File: src/rtl/mem_delay_arbiter_if.sv
// Requester-side bundle: one request channel plus one response channel.
// The master modport is the requester (IFU/LSU); the slave modport is the arbiter.
interface mem_delay_arbiter_if #(
    parameter int AW = 32,
    parameter int DW = 32
);
    logic            req_valid;
    logic            req_ready;
    logic [AW-1:0]   req_addr;
    logic            req_wen;
    logic [DW-1:0]   req_wdata;
    logic [DW/8-1:0] req_wmask;
    logic            rsp_valid;
    logic            rsp_ready;
    logic [DW-1:0]   rsp_rdata;

    modport master (
        output req_valid, req_addr, req_wen, req_wdata, req_wmask, rsp_ready,
        input  req_ready, rsp_valid, rsp_rdata
    );

    modport slave (
        input  req_valid, req_addr, req_wen, req_wdata, req_wmask, rsp_ready,
        output req_ready, rsp_valid, rsp_rdata
    );
endinterface

File: src/rtl/mem_delay_arbiter.sv
// Two-requester round-robin arbiter in front of a single-port memory.
// One transaction in flight; each one is stretched by a fixed or LFSR-drawn
// delay before the single-cycle memory strobe, to emulate variable latency.
module mem_delay_arbiter #(
    parameter int AW    = 32,
    parameter int DW    = 32,
    parameter int DLY_W = 4
) (
    input  logic               clk,
    input  logic               rst,
    mem_delay_arbiter_if.slave m0,
    mem_delay_arbiter_if.slave m1,
    input  logic               cfg_fixed,
    input  logic [DLY_W-1:0]   cfg_delay,
    output logic               mem_en,
    output logic               mem_wen,
    output logic [AW-1:0]      mem_addr,
    output logic [DW-1:0]      mem_wdata,
    output logic [DW/8-1:0]    mem_wmask,
    input  logic [DW-1:0]      mem_rdata
);
    localparam int                MW  = DW / 8;
    localparam logic [DLY_W-1:0]  ONE = {{(DLY_W-1){1'b0}}, 1'b1};

    typedef enum logic [1:0] {S_IDLE, S_WAIT, S_ACCESS, S_RESP} state_t;

    state_t           r_state, w_next;
    logic [DLY_W-1:0] r_lfsr, r_cnt, r_dly;
    logic             r_prio;     // 0: m0 wins a tie, 1: m1 wins a tie
    logic             r_id;       // requester owning the in-flight transaction
    logic             r_wen;
    logic             r_hold;     // response data has been captured
    logic [AW-1:0]    r_addr;
    logic [DW-1:0]    r_wdata, r_rdata;
    logic [MW-1:0]    r_wmask;

    logic             w_gnt, w_idle, w_req_hs, w_rsp_ready, w_rsp_hs;
    logic [DLY_W-1:0] w_dly;
    logic [AW-1:0]    w_addr;
    logic [DW-1:0]    w_wdata, w_rdata;
    logic [MW-1:0]    w_wmask;
    logic             w_wen;

    // Grant selection: lone valid requester wins, a tie goes to the priority holder
    always_comb begin
        w_gnt = 1'b0;
        if (m0.req_valid && m1.req_valid) w_gnt = r_prio;
        else if (m1.req_valid)            w_gnt = 1'b1;
    end

    assign w_idle       = (r_state == S_IDLE);
    assign m0.req_ready = w_idle && m0.req_valid && !w_gnt;
    assign m1.req_ready = w_idle && m1.req_valid &&  w_gnt;
    assign w_req_hs     = w_idle && (m0.req_valid || m1.req_valid);

    assign w_addr  = w_gnt ? m1.req_addr  : m0.req_addr;
    assign w_wen   = w_gnt ? m1.req_wen   : m0.req_wen;
    assign w_wdata = w_gnt ? m1.req_wdata : m0.req_wdata;
    assign w_wmask = w_gnt ? m1.req_wmask : m0.req_wmask;
    assign w_dly   = cfg_fixed ? cfg_delay : r_lfsr;

    assign w_rsp_ready = r_id ? m1.rsp_ready : m0.rsp_ready;
    assign w_rsp_hs    = (r_state == S_RESP) && w_rsp_ready;

    // Memory data shows up the cycle after the strobe, i.e. the first RESP
    // cycle; pass it straight through then and replay the captured copy after.
    always_comb begin
        w_rdata = r_rdata;
        if (r_state == S_RESP && !r_hold) w_rdata = r_wen ? '0 : mem_rdata;
    end

    assign m0.rsp_valid = (r_state == S_RESP) && !r_id;
    assign m1.rsp_valid = (r_state == S_RESP) &&  r_id;
    assign m0.rsp_rdata = w_rdata;
    assign m1.rsp_rdata = w_rdata;

    assign mem_addr  = r_addr;
    assign mem_wdata = r_wdata;
    assign mem_wmask = r_wmask;

    // Free-running delay source, independent of traffic
    always_ff @(posedge clk) begin
        if (rst) r_lfsr <= '1;
        else     r_lfsr <= {r_lfsr[DLY_W-2:0], r_lfsr[DLY_W-1] ^ r_lfsr[DLY_W-2]};
    end

    // State register
    always_ff @(posedge clk) begin
        if (rst) r_state <= S_IDLE;
        else     r_state <= w_next;
    end

    // Next state and memory strobe
    always_comb begin
        w_next  = r_state;
        mem_en  = 1'b0;
        mem_wen = 1'b0;
        case (r_state)
            S_IDLE:   if (w_req_hs) w_next = (w_dly != '0) ? S_WAIT : S_ACCESS;
            S_WAIT:   if (r_cnt == r_dly - ONE) w_next = S_ACCESS;
            S_ACCESS: begin
                mem_en  = 1'b1;
                mem_wen = r_wen;
                w_next  = S_RESP;
            end
            S_RESP:   if (w_rsp_hs) w_next = S_IDLE;
            default:  w_next = S_IDLE;
        endcase
    end

    // Request latches, delay counter, response capture and priority pointer
    always_ff @(posedge clk) begin
        if (rst) begin
            r_prio  <= 1'b0;
            r_id    <= 1'b0;
            r_wen   <= 1'b0;
            r_hold  <= 1'b0;
            r_cnt   <= '0;
            r_dly   <= '0;
            r_addr  <= '0;
            r_wdata <= '0;
            r_wmask <= '0;
            r_rdata <= '0;
        end else begin
            case (r_state)
                S_IDLE: if (w_req_hs) begin
                    r_id    <= w_gnt;
                    r_addr  <= w_addr;
                    r_wen   <= w_wen;
                    r_wdata <= w_wdata;
                    r_wmask <= w_wmask;
                    r_dly   <= w_dly;
                    r_cnt   <= '0;
                end
                S_WAIT: r_cnt <= r_cnt + ONE;
                S_RESP: begin
                    if (!r_hold) begin
                        r_rdata <= w_rdata;
                        r_hold  <= 1'b1;
                    end
                    if (w_rsp_hs) begin
                        r_hold <= 1'b0;
                        r_prio <= ~r_id;
                    end
                end
                default: ;
            endcase
        end
    end
endmodule

File: src/flat_wrapper.sv
// flat-port wrapper written by rule: the top's interface ports become plain ports
module mem_delay_arbiter_flat 
#(
    parameter int AW    = 32,
    parameter int DW    = 32,
    parameter int DLY_W = 4
)
  (clk, rst, cfg_fixed, cfg_delay, mem_en, mem_wen, mem_addr, mem_wdata, mem_wmask, mem_rdata, m0_req_valid, m0_req_addr, m0_req_wen, m0_req_wdata, m0_req_wmask, m0_rsp_ready, m0_req_ready, m0_rsp_valid, m0_rsp_rdata, m1_req_valid, m1_req_addr, m1_req_wen, m1_req_wdata, m1_req_wmask, m1_rsp_ready, m1_req_ready, m1_rsp_valid, m1_rsp_rdata);
  mem_delay_arbiter_if #(.AW(AW), .DW(DW)) m0_i ();
  mem_delay_arbiter_if #(.AW(AW), .DW(DW)) m1_i ();
  input  logic clk;
  input  logic rst;
  input  logic cfg_fixed;
  input  logic [DLY_W-1:0] cfg_delay;
  output logic mem_en;
  output logic mem_wen;
  output logic [AW-1:0] mem_addr;
  output logic [DW-1:0] mem_wdata;
  output logic [DW/8-1:0] mem_wmask;
  input  logic [DW-1:0] mem_rdata;
  input wire logic [$bits(m0_i.req_valid)-1:0] m0_req_valid;
  input wire logic [$bits(m0_i.req_addr)-1:0] m0_req_addr;
  input wire logic [$bits(m0_i.req_wen)-1:0] m0_req_wen;
  input wire logic [$bits(m0_i.req_wdata)-1:0] m0_req_wdata;
  input wire logic [$bits(m0_i.req_wmask)-1:0] m0_req_wmask;
  input wire logic [$bits(m0_i.rsp_ready)-1:0] m0_rsp_ready;
  output wire logic [$bits(m0_i.req_ready)-1:0] m0_req_ready;
  output wire logic [$bits(m0_i.rsp_valid)-1:0] m0_rsp_valid;
  output wire logic [$bits(m0_i.rsp_rdata)-1:0] m0_rsp_rdata;
  input wire logic [$bits(m1_i.req_valid)-1:0] m1_req_valid;
  input wire logic [$bits(m1_i.req_addr)-1:0] m1_req_addr;
  input wire logic [$bits(m1_i.req_wen)-1:0] m1_req_wen;
  input wire logic [$bits(m1_i.req_wdata)-1:0] m1_req_wdata;
  input wire logic [$bits(m1_i.req_wmask)-1:0] m1_req_wmask;
  input wire logic [$bits(m1_i.rsp_ready)-1:0] m1_rsp_ready;
  output wire logic [$bits(m1_i.req_ready)-1:0] m1_req_ready;
  output wire logic [$bits(m1_i.rsp_valid)-1:0] m1_rsp_valid;
  output wire logic [$bits(m1_i.rsp_rdata)-1:0] m1_rsp_rdata;
  assign m0_i.req_valid = m0_req_valid;
  assign m0_i.req_addr = m0_req_addr;
  assign m0_i.req_wen = m0_req_wen;
  assign m0_i.req_wdata = m0_req_wdata;
  assign m0_i.req_wmask = m0_req_wmask;
  assign m0_i.rsp_ready = m0_rsp_ready;
  assign m0_req_ready = m0_i.req_ready;
  assign m0_rsp_valid = m0_i.rsp_valid;
  assign m0_rsp_rdata = m0_i.rsp_rdata;
  assign m1_i.req_valid = m1_req_valid;
  assign m1_i.req_addr = m1_req_addr;
  assign m1_i.req_wen = m1_req_wen;
  assign m1_i.req_wdata = m1_req_wdata;
  assign m1_i.req_wmask = m1_req_wmask;
  assign m1_i.rsp_ready = m1_rsp_ready;
  assign m1_req_ready = m1_i.req_ready;
  assign m1_rsp_valid = m1_i.rsp_valid;
  assign m1_rsp_rdata = m1_i.rsp_rdata;
  mem_delay_arbiter #(.AW(AW), .DW(DW), .DLY_W(DLY_W)) u_core (.clk(clk), .rst(rst), .m0(m0_i), .m1(m1_i), .cfg_fixed(cfg_fixed), .cfg_delay(cfg_delay), .mem_en(mem_en), .mem_wen(mem_wen), .mem_addr(mem_addr), .mem_wdata(mem_wdata), .mem_wmask(mem_wmask), .mem_rdata(mem_rdata));
endmodule
File: config.mk
export PLATFORM = sky130hd
export DESIGN_NAME = mem_delay_arbiter_flat
export DESIGN_NICKNAME = d
export VERILOG_FILES = /design/src/rtl/mem_delay_arbiter_if.sv /design/src/rtl/mem_delay_arbiter.sv /design/src/flat_wrapper.sv
export SDC_FILE = /design/constraint.sdc
export NUM_CORES = 1
export LEC_CHECK = 0
export ABC_CLOCK_PERIOD_IN_PS = 2200
export CAP_MARGIN = 25
export CORE_AREA = 3 3 148 107
export CTS_CLUSTER_SIZE = 25
export DETAILED_ROUTE_END_ITERATION = 7
export DIE_AREA = 0 0 151 110
export GPL_TIMING_DRIVEN = 0
export PLACE_DENSITY = 0.89
export SLEW_MARGIN = 20
export SYNTH_ARGS = -nofsm -noshare
export SYNTH_HDL_FRONTEND = slang
export SYNTH_SLANG_ARGS = --single-unit
export TNS_END_PERCENT = 10
File: constraint.sdc
create_clock -name clk -period 2.2 [get_ports clk]
set_clock_uncertainty 0.1 [all_clocks]
set_input_delay 0.55 -clock clk [delete_from_list [all_inputs] [get_ports clk]]
set_output_delay 0.55 -clock clk [all_outputs]
set_load 0.01 [all_outputs]
# Word level (Yosys, flattened, before mapping)
# Index checks and enable logic that the tools add are counted.
# classes
n_addsub	2
n_mul	0
div_mod_pow	0
order_cmp	0
n_eq_ne	7
shifts	0
n_mux	20
n_bitwise	3
reduce_logical	22
# op_table
operator	n
two-way mux 32 bit	4
two-way mux 4 bit	3
logical AND 1 bit	10
two-way mux 2 bit	4
case mux 2 bit (4 select lines)	1
case mux 4 bit (2 select lines)	1
AND reduction 2 bit	4
two-way mux 1 bit	7
adder 4 x 1 -> 4 bit (second input constant)	1
== test 2 bit (second input constant)	2
== test 4 bit	1
!= test 2 x 1 -> 1 bit (second input constant)	2
nonzero test 4 bit	1
subtractor 4 x 1 -> 4 bit (second input constant)	1
logical NOT 1 bit	3
AND reduction 3 bit	1
== test 2 x 1 -> 1 bit (second input constant)	1
logical NOT 2 bit	1
!= test 2 bit (second input constant)	1
NOT 1 bit	2
nonzero test 2 bit	1
logical OR 1 bit	1
XOR 1 bit	1
# word_totals
reg_bits	118
latchBits	0
ramBits	0
rom_bits	0
input_bits	181
output_inout_bits	138
elab_cells	66
n_memories	0

# Longest topological paths before layout
# Gate-level depths: netlist of run 1.
# logic_depth
ltp_word	5
ltp_mapped	8
depth_no_buf	6

# Least setup slack after synthesis of run 1
# Ideal clock, no wire load.
# synth_timing
kind	register to output
start	register u_core.r_state[0]
end	output m1_rsp_rdata[0]
arrival_time_ns	1.639
required_ns	1.550
path_slack_ns	-0.089
stages_incl_launch_ff	8
path_buffers	4
path_cell_list	dfxtp_1 > ha_1 > clkbuf_2 > nand2b_1 > buf_2 > clkbuf_1 > o21ai_0 > buf_4
# synth_between
elab_chain_cells	3
# synth_rtl
element	line_no	rtl
from (decl)	mem_delay_arbiter.sv:27	state_t r_state, w_next;
from (signal assigned)	mem_delay_arbiter.sv:90	else r_state <= w_next;
== test 2 bit	mem_delay_arbiter.sv:69	if (r_state == S_RESP && !r_hold) w_rdata = r_wen ? '0 : mem_rdata;
logical AND 1 bit	mem_delay_arbiter.sv:69	
two-way mux 32 bit	mem_delay_arbiter.sv:69	
to (decl)	flat_wrapper.sv:38	output wire logic [$bits(m1_i.rsp_rdata)-1:0] m1_rsp_rdata;
# No other way between the ends.

# Worst setup path after layout of run 1
# layout_timing
start	register u_core.r_state[1]
end	output m0_rsp_rdata[24]
# layout_between
elab_chain_cells	3
# layout_rtl
element	line_no	rtl
== test 2 bit	mem_delay_arbiter.sv:69	
logical AND 1 bit	mem_delay_arbiter.sv:69	
two-way mux 32 bit	mem_delay_arbiter.sv:69	
to (decl)	flat_wrapper.sv:29	output wire logic [$bits(m0_i.rsp_rdata)-1:0] m0_rsp_rdata;
# No other way between the ends.

==> summary.txt, run 1 <==
Critical path
  • Worst Setup Start Kind: flop
  • CP cell instances: ha_4, nand2b_4, buf_8, clkbuf_16, o21ai_4, buf_4, buf_6
  • CP Data Arrival Time: around 1.8 ns
  • Worst Setup End Kind: output port
  • Slowest cell on the critical path: dfxtp_4
  • Crit-path max cell delay: around 0.37 ns
  • Crit Path Max Fanout: 5
  • Type of the worst setup path: flop to output port
  • Crit path required time: 1.55 ns

Global routing
  • Largest net degree at the start of global routing: 18
  • Tot GR Track Use: 0.260
  • Overflow left after global routing: 0
  • Initial antenna violation count: 0
  • First-pass GRT wire length: about 34,000 um
  • Vias in the first global route: about 6,100

STA
  • Slew HR: 0.600
  • Fmax: about 410 MHz
  • Worst-Margin Slew: between 0.5 and 0.6 ns
  • Final Max Tran Viols: 0
  • Setup tns final: -10.22 ns
  • RSZ-0062 raised after global routing: yes
  • Final Critical Period: approximately 2.4 ns
  • Hold Vio Cnt, Final: 0
  • Fin worst setup slack: -0.240 ns
  • Final setup vio count: 66
  • Final Cycle Share: 1.11

Floorplan
  • Initial Util: 0.384
  • Die area: between 15,000 and 20,000 sq um
  • Core footprint: ~15,000 sq um
  • Std cell rows: 37
  • Die Width: between 150 and 200 um
  • Die height: approximately 110 um
  • Io pins: between 300 and 400

Synthesis
  • Adder-cell area share of the yosys netlist: 0.0157
  • Compound-Gate Fraction of Synth Area: 0.168
  • Post-Synth Simple-Gate Area: 0.270
  • Post-synth EDFFs: 0
  • Count leader, synth: nand2_1
  • Top-area cell type share of the netlist area: 0.423
  • Async SR Flop Fraction: 0
  • Synth Area in XOR/XNOR: 0.0141
  • Post-Synthesis Cell Area: approximately 5600 sq um
  • Commonest register cell after synthesis: dfxtp_1
  • Avg Cell Area, Syn: approximately 8.0 sq um
  • Cells after Synth: 701
  • Unique cell type count in the Yosys netlist: 39
  • Synth Register Bits: between 100 and 150
  • Synth area leader: dfxtp_1
  • Combinational family with the most area after synthesis: simple AND/OR/NAND/NOR gates
  • Synth cell count leaders: nand2_1 (174), dfxtp_1 (118), nor2_1 (87)
  • YS warnings: 0
  • Top post-synthesis cells by area: dfxtp_1 (42%), nand2_1 (12%), a311oi_1 (11%)
  • Register area share after synthesis: 0.423
  • Syn_nets: approximately 890
  • Multiplexer area fraction after synthesis: 0.0125

Final layout
  • Area growth, synth to finish: 89.3%
  • Multi-input gate area: about 3200 sq um
  • Final instance area: between 10,000 and 15,000 sq um
  • Fin nets: roughly 1,200
  • Fill count: around 1,000
  • Layout Utilization: 0.727
  • Share of post-route cells with drive strength above 1: 0.253
  • Reg area: 2370 sq um
  • Diode count: 0

Detailed routing
  • Drt via density: between 5 and 6
  • DRC Markers: 0
  • First-pass detailed-route iteration total: 7
  • DR vias: roughly 6,500
  • Post-Route WL: 24,200 um
  • Routed Antenna Nets: 0
  • DRT iter0 DRCs: ~360
  • Routed WL per cell: between 15 and 20 um

Clocking
  • Worst-path clk slew: 0.06 ns
  • CTS buffer count: 17
  • CTS Buffer Depth: 2
  • CTS tree: yes
  • Latest clock arrival within the worst-skew pair: about 0.4 ns
  • TritonCTS Sinks: 118
  • CTS HTree Levels: 4
  • Clk root buf: clkbuf_16

Placed design
  • Port Buffers: 317
  • Final GP Congestion: 0.805
  • Worst slack at placement: -0.977 ns
  • Detailed Place HPWL: between 15,000 and 20,000 um
  • Placed Instance Area: between 9000 and 10,000 sq um

Run
  • Maxcap violations: 0

Power and ir drop
  • Power Total: about 12,000 uW
  • Maximum VDD drop: about 0.00059 V
  • PwrDens: 1110 nW/um^2
  • Pleak: around 0.0044 uW

Hold path
  • Hold Path Class: flop to flop

Run status
  • Failing checks: setup timing
  • Outcome: complete, but fails checks
[metal layers]
metal  vias up  wire length, um  GRT usage
li1       3065                -          -
met4         0              521     0.0796
met5         -                0          0
met1      3134            10000      0.333
met3        39             1790     0.0691
met2       267            11900      0.431
[worst paths after layout]
check,from,slack [ns],depth (start not counted),endpoint
setup / recovery,u_core.r_state[1],-0.24,7,m0_rsp_rdata[24]
hold / removal,u_core.r_lfsr[0],0.38,1,u_core.r_lfsr[1]
setup reg to reg,u_core.r_state[1],0.08,7,u_core.mem_addr[7]
hold reg to reg,u_core.r_lfsr[0],0.38,1,u_core.r_lfsr[1]
[registers in the layout (all words and copies together) (netlist names)]
name	flops
u_core.mem_addr	32
u_core.r_rdata	32
u_core.mem_wdata	32
u_core.r_state	2
u_core.r_cnt	4
u_core.r_wen	1
u_core.r_id	1
u_core.r_lfsr	4
u_core.r_dly	4
u_core.r_prio	1
u_core.r_hold	1
u_core.mem_wmask	4
[worst max-delay path, delay by kind of cell, from the launching register on]
family,cells,cell delay (ns)
AO/OA/AOI/OAI,1,0.20
adder cells (fa/ha/maj),1,0.15
buffers and inverters,4,0.57
flip-flops,1,0.37
AND/OR/NAND/NOR,1,0.09
[where the power goes]
group	internal (uW)	switching, uW
clock	1700	1030
combinational	2920	2880
sequential	2770	390
total	7380	4300
[layout by cell type, fill, tap and decap left out, types with 3 or more instances in the layout]
cell | Yosys | final
a211oi_1 | 5 | 5
a21oi_1 | 3 | 3
a311oi_1 | 70 | 70
and2_1 | 34 | 34
buf_12 | 0 | 5
buf_2 | 25 | 32
buf_4 | 39 | 36
buf_6 | 1 | 72
buf_8 | 0 | 3
clkbuf_1 | 21 | 17
clkbuf_16 | 0 | 23
clkbuf_2 | 1 | 3
clkdlybuf4s15_2 | 0 | 4
clkdlybuf4s50_1 | 0 | 245
clkinv_2 | 0 | 4
clkinvlp_4 | 0 | 3
dfxtp_1 | 118 | 115
ha_1 | 7 | 4
inv_1 | 6 | 6
mux2i_1 | 7 | 7
nand2_1 | 174 | 146
nand2_2 | 0 | 15
nand2_4 | 0 | 13
nand2b_1 | 34 | 33
nor2_1 | 87 | 87
nor3_1 | 4 | 4
o21ai_0 | 34 | 3
o21ai_2 | 1 | 5
o21ai_4 | 0 | 28
or2_2 | 3 | 3
xnor2_1 | 6 | 6
xor2_1 | 3 | 3
[cell families (layout without fill, tap and decap cells)]
group	after synthesis	in the layout
buffers and inverters	94	465
muxes	7	7
and+or+nand+nor	344	344
AOI/OAI and AO/OA	122	122
DFF	118	118
xor gates and xnor gates	9	9
adders and majority gates	7	7
[area by class of cell]
class | instances | area share
plain buffers | 84 | 0.0653
clock buffers | 20 | 0.0423
clock inverters | 12 | 0.0122
inverters | 7 | 0.00249
multi-input cells | 489 | 0.301
flip-flops and latches | 118 | 0.224
well taps | 195 | 0.0231
repair buffers | 342 | 0.329
[through the flow]
step                      hold WS, ns  instances
after floorplan                 0.341        701
after global placement          0.354       1213
after detailed placement        0.366       1213
after CTS                       0.381       1258
after global routing            0.418       1267
final                           0.380       1267
[timing repair]
item,4_1_cts,5_1_grt
hold buffers,0,0
setup buffers,9,9
resized for setup,427,111
setup endpoints to repair,71,135
pin swaps,7,31
cloned,5,3
Power figures use the tool's default switching activity.
==> run 2: changes to the inputs <==
--- a/config.mk
+++ b/config.mk
@@ -7,10 +7,10 @@
 export LEC_CHECK = 0
 export ABC_CLOCK_PERIOD_IN_PS = 2200
 export CAP_MARGIN = 25
-export CORE_AREA = 3 3 148 107
+export CORE_AREA = 10 10 155 114
 export CTS_CLUSTER_SIZE = 25
 export DETAILED_ROUTE_END_ITERATION = 7
-export DIE_AREA = 0 0 151 110
+export DIE_AREA = 0 0 165 124
 export GPL_TIMING_DRIVEN = 0
 export PLACE_DENSITY = 0.89
 export SLEW_MARGIN = 20
==> run 2 against run 1 <==
Highest routed layer unchanged. Non-clock buffer count up 7. Flip-flop and latch count did not move. Critical path depth unchanged. Worst hold slack improved by 0.0094 ns. Via count is 0.23% higher. The run still ends with setup timing left. Final cell count grew 0.55%. First-iteration DRC count up 39%. Sequential power is essentially flat.
==> summary.txt, run 2 (same netlist as run 1, synthesis figures left out) <==
Run status
  • Outcome: complete, but fails checks (unchanged)
  • Failing checks: setup timing (unchanged)

Clocking
  • CTS tree: yes (unchanged)
  • CTS HTree Levels: 4 (unchanged)
  • TritonCTS Sinks: 118 (unchanged)
  • CTS buffer count: 17 (unchanged)
  • Post-cts hold buffer count: 0 (unchanged)
  • Worst-path clk slew: 0.06 ns (about the same)
  • CTS Buffer Depth: 2 (unchanged)
  • Latest clock arrival within the worst-skew pair: 0.40 ns (about the same)
  • Clk root buf: clkbuf_16 (unchanged)

Global routing
  • First-pass GRT wire length: 36,700 um (was 33,600 um)
  • Initial antenna violation count: 0 (unchanged)
  • Largest net degree at the start of global routing: 18 (unchanged)
  • Overflow left after global routing: 0 (unchanged)
  • Vias in the first global route: 6,385 (was 6,116)
  • Tot GR Track Use: 0.230 (was 0.260)

Critical path
  • CP cell instances: ha_4, nand2b_4, clkbuf_16, clkbuf_16, o21ai_4, buf_6, buf_6 (was ha_4, nand2b_4, buf_8, clkbuf_16, o21ai_4, buf_4, buf_6)
  • Crit-path max cell delay: 0.36 ns (was 0.37 ns)
  • Crit Path Max Fanout: 5 (unchanged)
  • Slowest cell on the critical path: dfxtp_2 (was dfxtp_4)
  • Type of the worst setup path: flop to output port (unchanged)
  • Worst Setup Start Kind: flop (unchanged)
  • Crit path required time: 1.55 ns (about the same)
  • CP Data Arrival Time: 1.79 ns (about the same)
  • Worst Setup End Kind: output port (unchanged)

Placed design
  • Detailed Place HPWL: 18,700 um (was 16,600 um)
  • Port Buffers: 317 (unchanged)
  • Final GP Congestion: 0.886 (was 0.805)
  • Worst slack at placement: -1.01 ns (was -0.977 ns)

Final layout
  • Share of post-route cells with drive strength above 1: 0.263 (was 0.253)
  • Commonest non-fill, non-tap cell in the layout: clkdlybuf4s50_1 (unchanged)
  • Diode count: 0 (unchanged)
  • Fin nets: 1,254 (was 1,247)
  • Commonest cells after routing, fill and taps aside: clkdlybuf4s50_1 (245), nand2_1 (145), dfxtp_1 (116) (was clkdlybuf4s50_1 (245), nand2_1 (146), dfxtp_1 (115))
  • Area growth, synth to finish: 90.4% (was 89.3%)

Floorplan
  • Die Width: 165 um (was 151 um)
  • Std cell rows: 37 (unchanged)
  • Die area: 20,500 sq um (was 16,600 sq um)
  • Core footprint: 14,500 sq um (unchanged)
  • Die height: 124 um (was 110 um)
  • Initial Util: 0.384 (unchanged)
  • Io pins: 319 (unchanged)

STA
  • RSZ-0062 raised after global routing: yes (unchanged)
  • Fmax: 411 MHz (was 410 MHz)
  • Fin worst setup slack: -0.235 ns (was -0.240 ns)
  • Worst-Margin Slew: 0.579 ns (was 0.599 ns)
  • Final Max Tran Viols: 0 (unchanged)
  • Hold Vio Cnt, Final: 0 (unchanged)
  • Slew HR: 0.603 (was 0.600)
  • Final setup vio count: 66 (unchanged)
  • Final Critical Period: 2.44 ns (about the same)
  • Final Cycle Share: 1.11 (about the same)

Power and ir drop
  • PwrDens: 1130 nW/um^2 (was 1110 nW/um^2)
  • NetSw: 4410 uW (was 4300 uW)
  • Seq pwr share: 0.261 (was 0.270)
  • P_int: 7660 uW (was 7380 uW)
  • Power Total: 12,100 uW (was 11,700 uW)
  • Pleak: 0.00439 uW (was 0.00437 uW)
  • Net Sw Frac: 0.365 (was 0.368)
  • Maximum VDD drop: 0.000590 V (was 0.000585 V)
  • Clk pwr share: 0.249 (was 0.234)
  • Combinational share of power: 0.490 (was 0.496)

Detailed routing
  • First-pass detailed-route iteration total: 7 (unchanged)
  • Post-Route WL: 26,900 um (was 24,200 um)
  • Routed Antenna Nets: 0 (unchanged)
  • DRC Markers: 0 (unchanged)
  • DRT iter0 DRCs: 502 (was 361)
  • Drt via density: 5.12 (was 5.13)
  • DR vias: 6,520 (was 6,505)
  • Routed WL per cell: 21.1 um (was 19.1 um)

Run
  • Maxcap violations: 0 (unchanged)

Hold path
  • Hold Path Class: flop to flop (unchanged)
run 2: changes by cell type in the layout (fill, tap and decap cells not counted), moves of 4 or more:
cell,before,now
o21ai_4,28,32
buf_4,36,61
buf_6,72,67
buf_2,32,27
o21ai_2,5,1
run 2: area by class of cell:
cell class                      count  area [sq um]
Fill cell                        1068          3900
Tap cell                          195           244
Multi-Input combinational cell    489          3210
Clock buffer                       21           460
Sequential cell                   118          2360
Buffer                             85           679
Clock inverter                     11           174
Timing Repair Buffer              348          3460
Inverter                            7          36.3
run 2: final timing paths:
check / from / endpoint / slack [ns] / cells after the start
max: u_core.r_state[1] / m0_rsp_rdata[1] / -0.24 / 7
min: u_core.r_lfsr[1] / u_core.r_lfsr[2] / 0.39 / 1
max reg2reg: u_core.r_state[0] / u_core.mem_wdata[26] / -0.06 / 10
min reg2reg: u_core.r_lfsr[1] / u_core.r_lfsr[2] / 0.39 / 1
run 2: metrics by stage:
stage | instances | hold WS (ns) | utilization | instance area [sq um] | TNS, ns
after CTS | 1256 | 0.378 | 0.699 | 10200 | -17.69
after global routing | 1274 | 0.401 | 0.732 | 10600 | -14.26
final | 1274 | 0.389 | 0.732 | 10600 | -10.21
after detailed placement | 1213 | 0.362 | 0.619 | 9000 | -69.52
after global placement | 1213 | 0.352 | 0.619 | 9000 | -65.95
after floorplan | 701 | 0.341 | - | 5590 | -2.29
run 2: layer usage:
| layer | up-vias | share of wire | GRT usage | wire length [um] |
|---|---|---|---|---|
| li1 | 3072 | - | - | - |
| met1 | 3123 | 0.40 | 0.268 | 10700 |
| met2 | 279 | 0.50 | 0.399 | 13600 |
| met3 | 46 | 0.073 | 0.0630 | 1960 |
| met4 | 0 | 0.027 | 0.0789 | 718 |
| met5 | - | 0 | 0 | 0 |
run 2: timing repair:
action | 4_1_cts | 5_1_grt
pin swaps | 17 | 33
gates cloned | 5 | 2
gates resized for setup | 423 | 123
buffers inserted | 7 | 18
setup endpoints to repair | 80 | 119
run 2: power groups by stage:
stage	sequential, uW	combinational (uW)	clock, uW
after floorplan	3330	2340	0
after global placement	3110	4920	0
after detailed placement	3140	5030	0
after CTS	3100	5470	3000
after global routing	3200	6330	3110
final	3150	5920	3010
run 2: worst max-delay path, delay by kind of cell (launching register included):
family	cells	cell delay [ns]
AOI/OAI and AO/OA	1	0.19
buffers and inverters	4	0.57
adders and majority gates	1	0.16
DFF	1	0.36
and+or+nand+nor	1	0.09
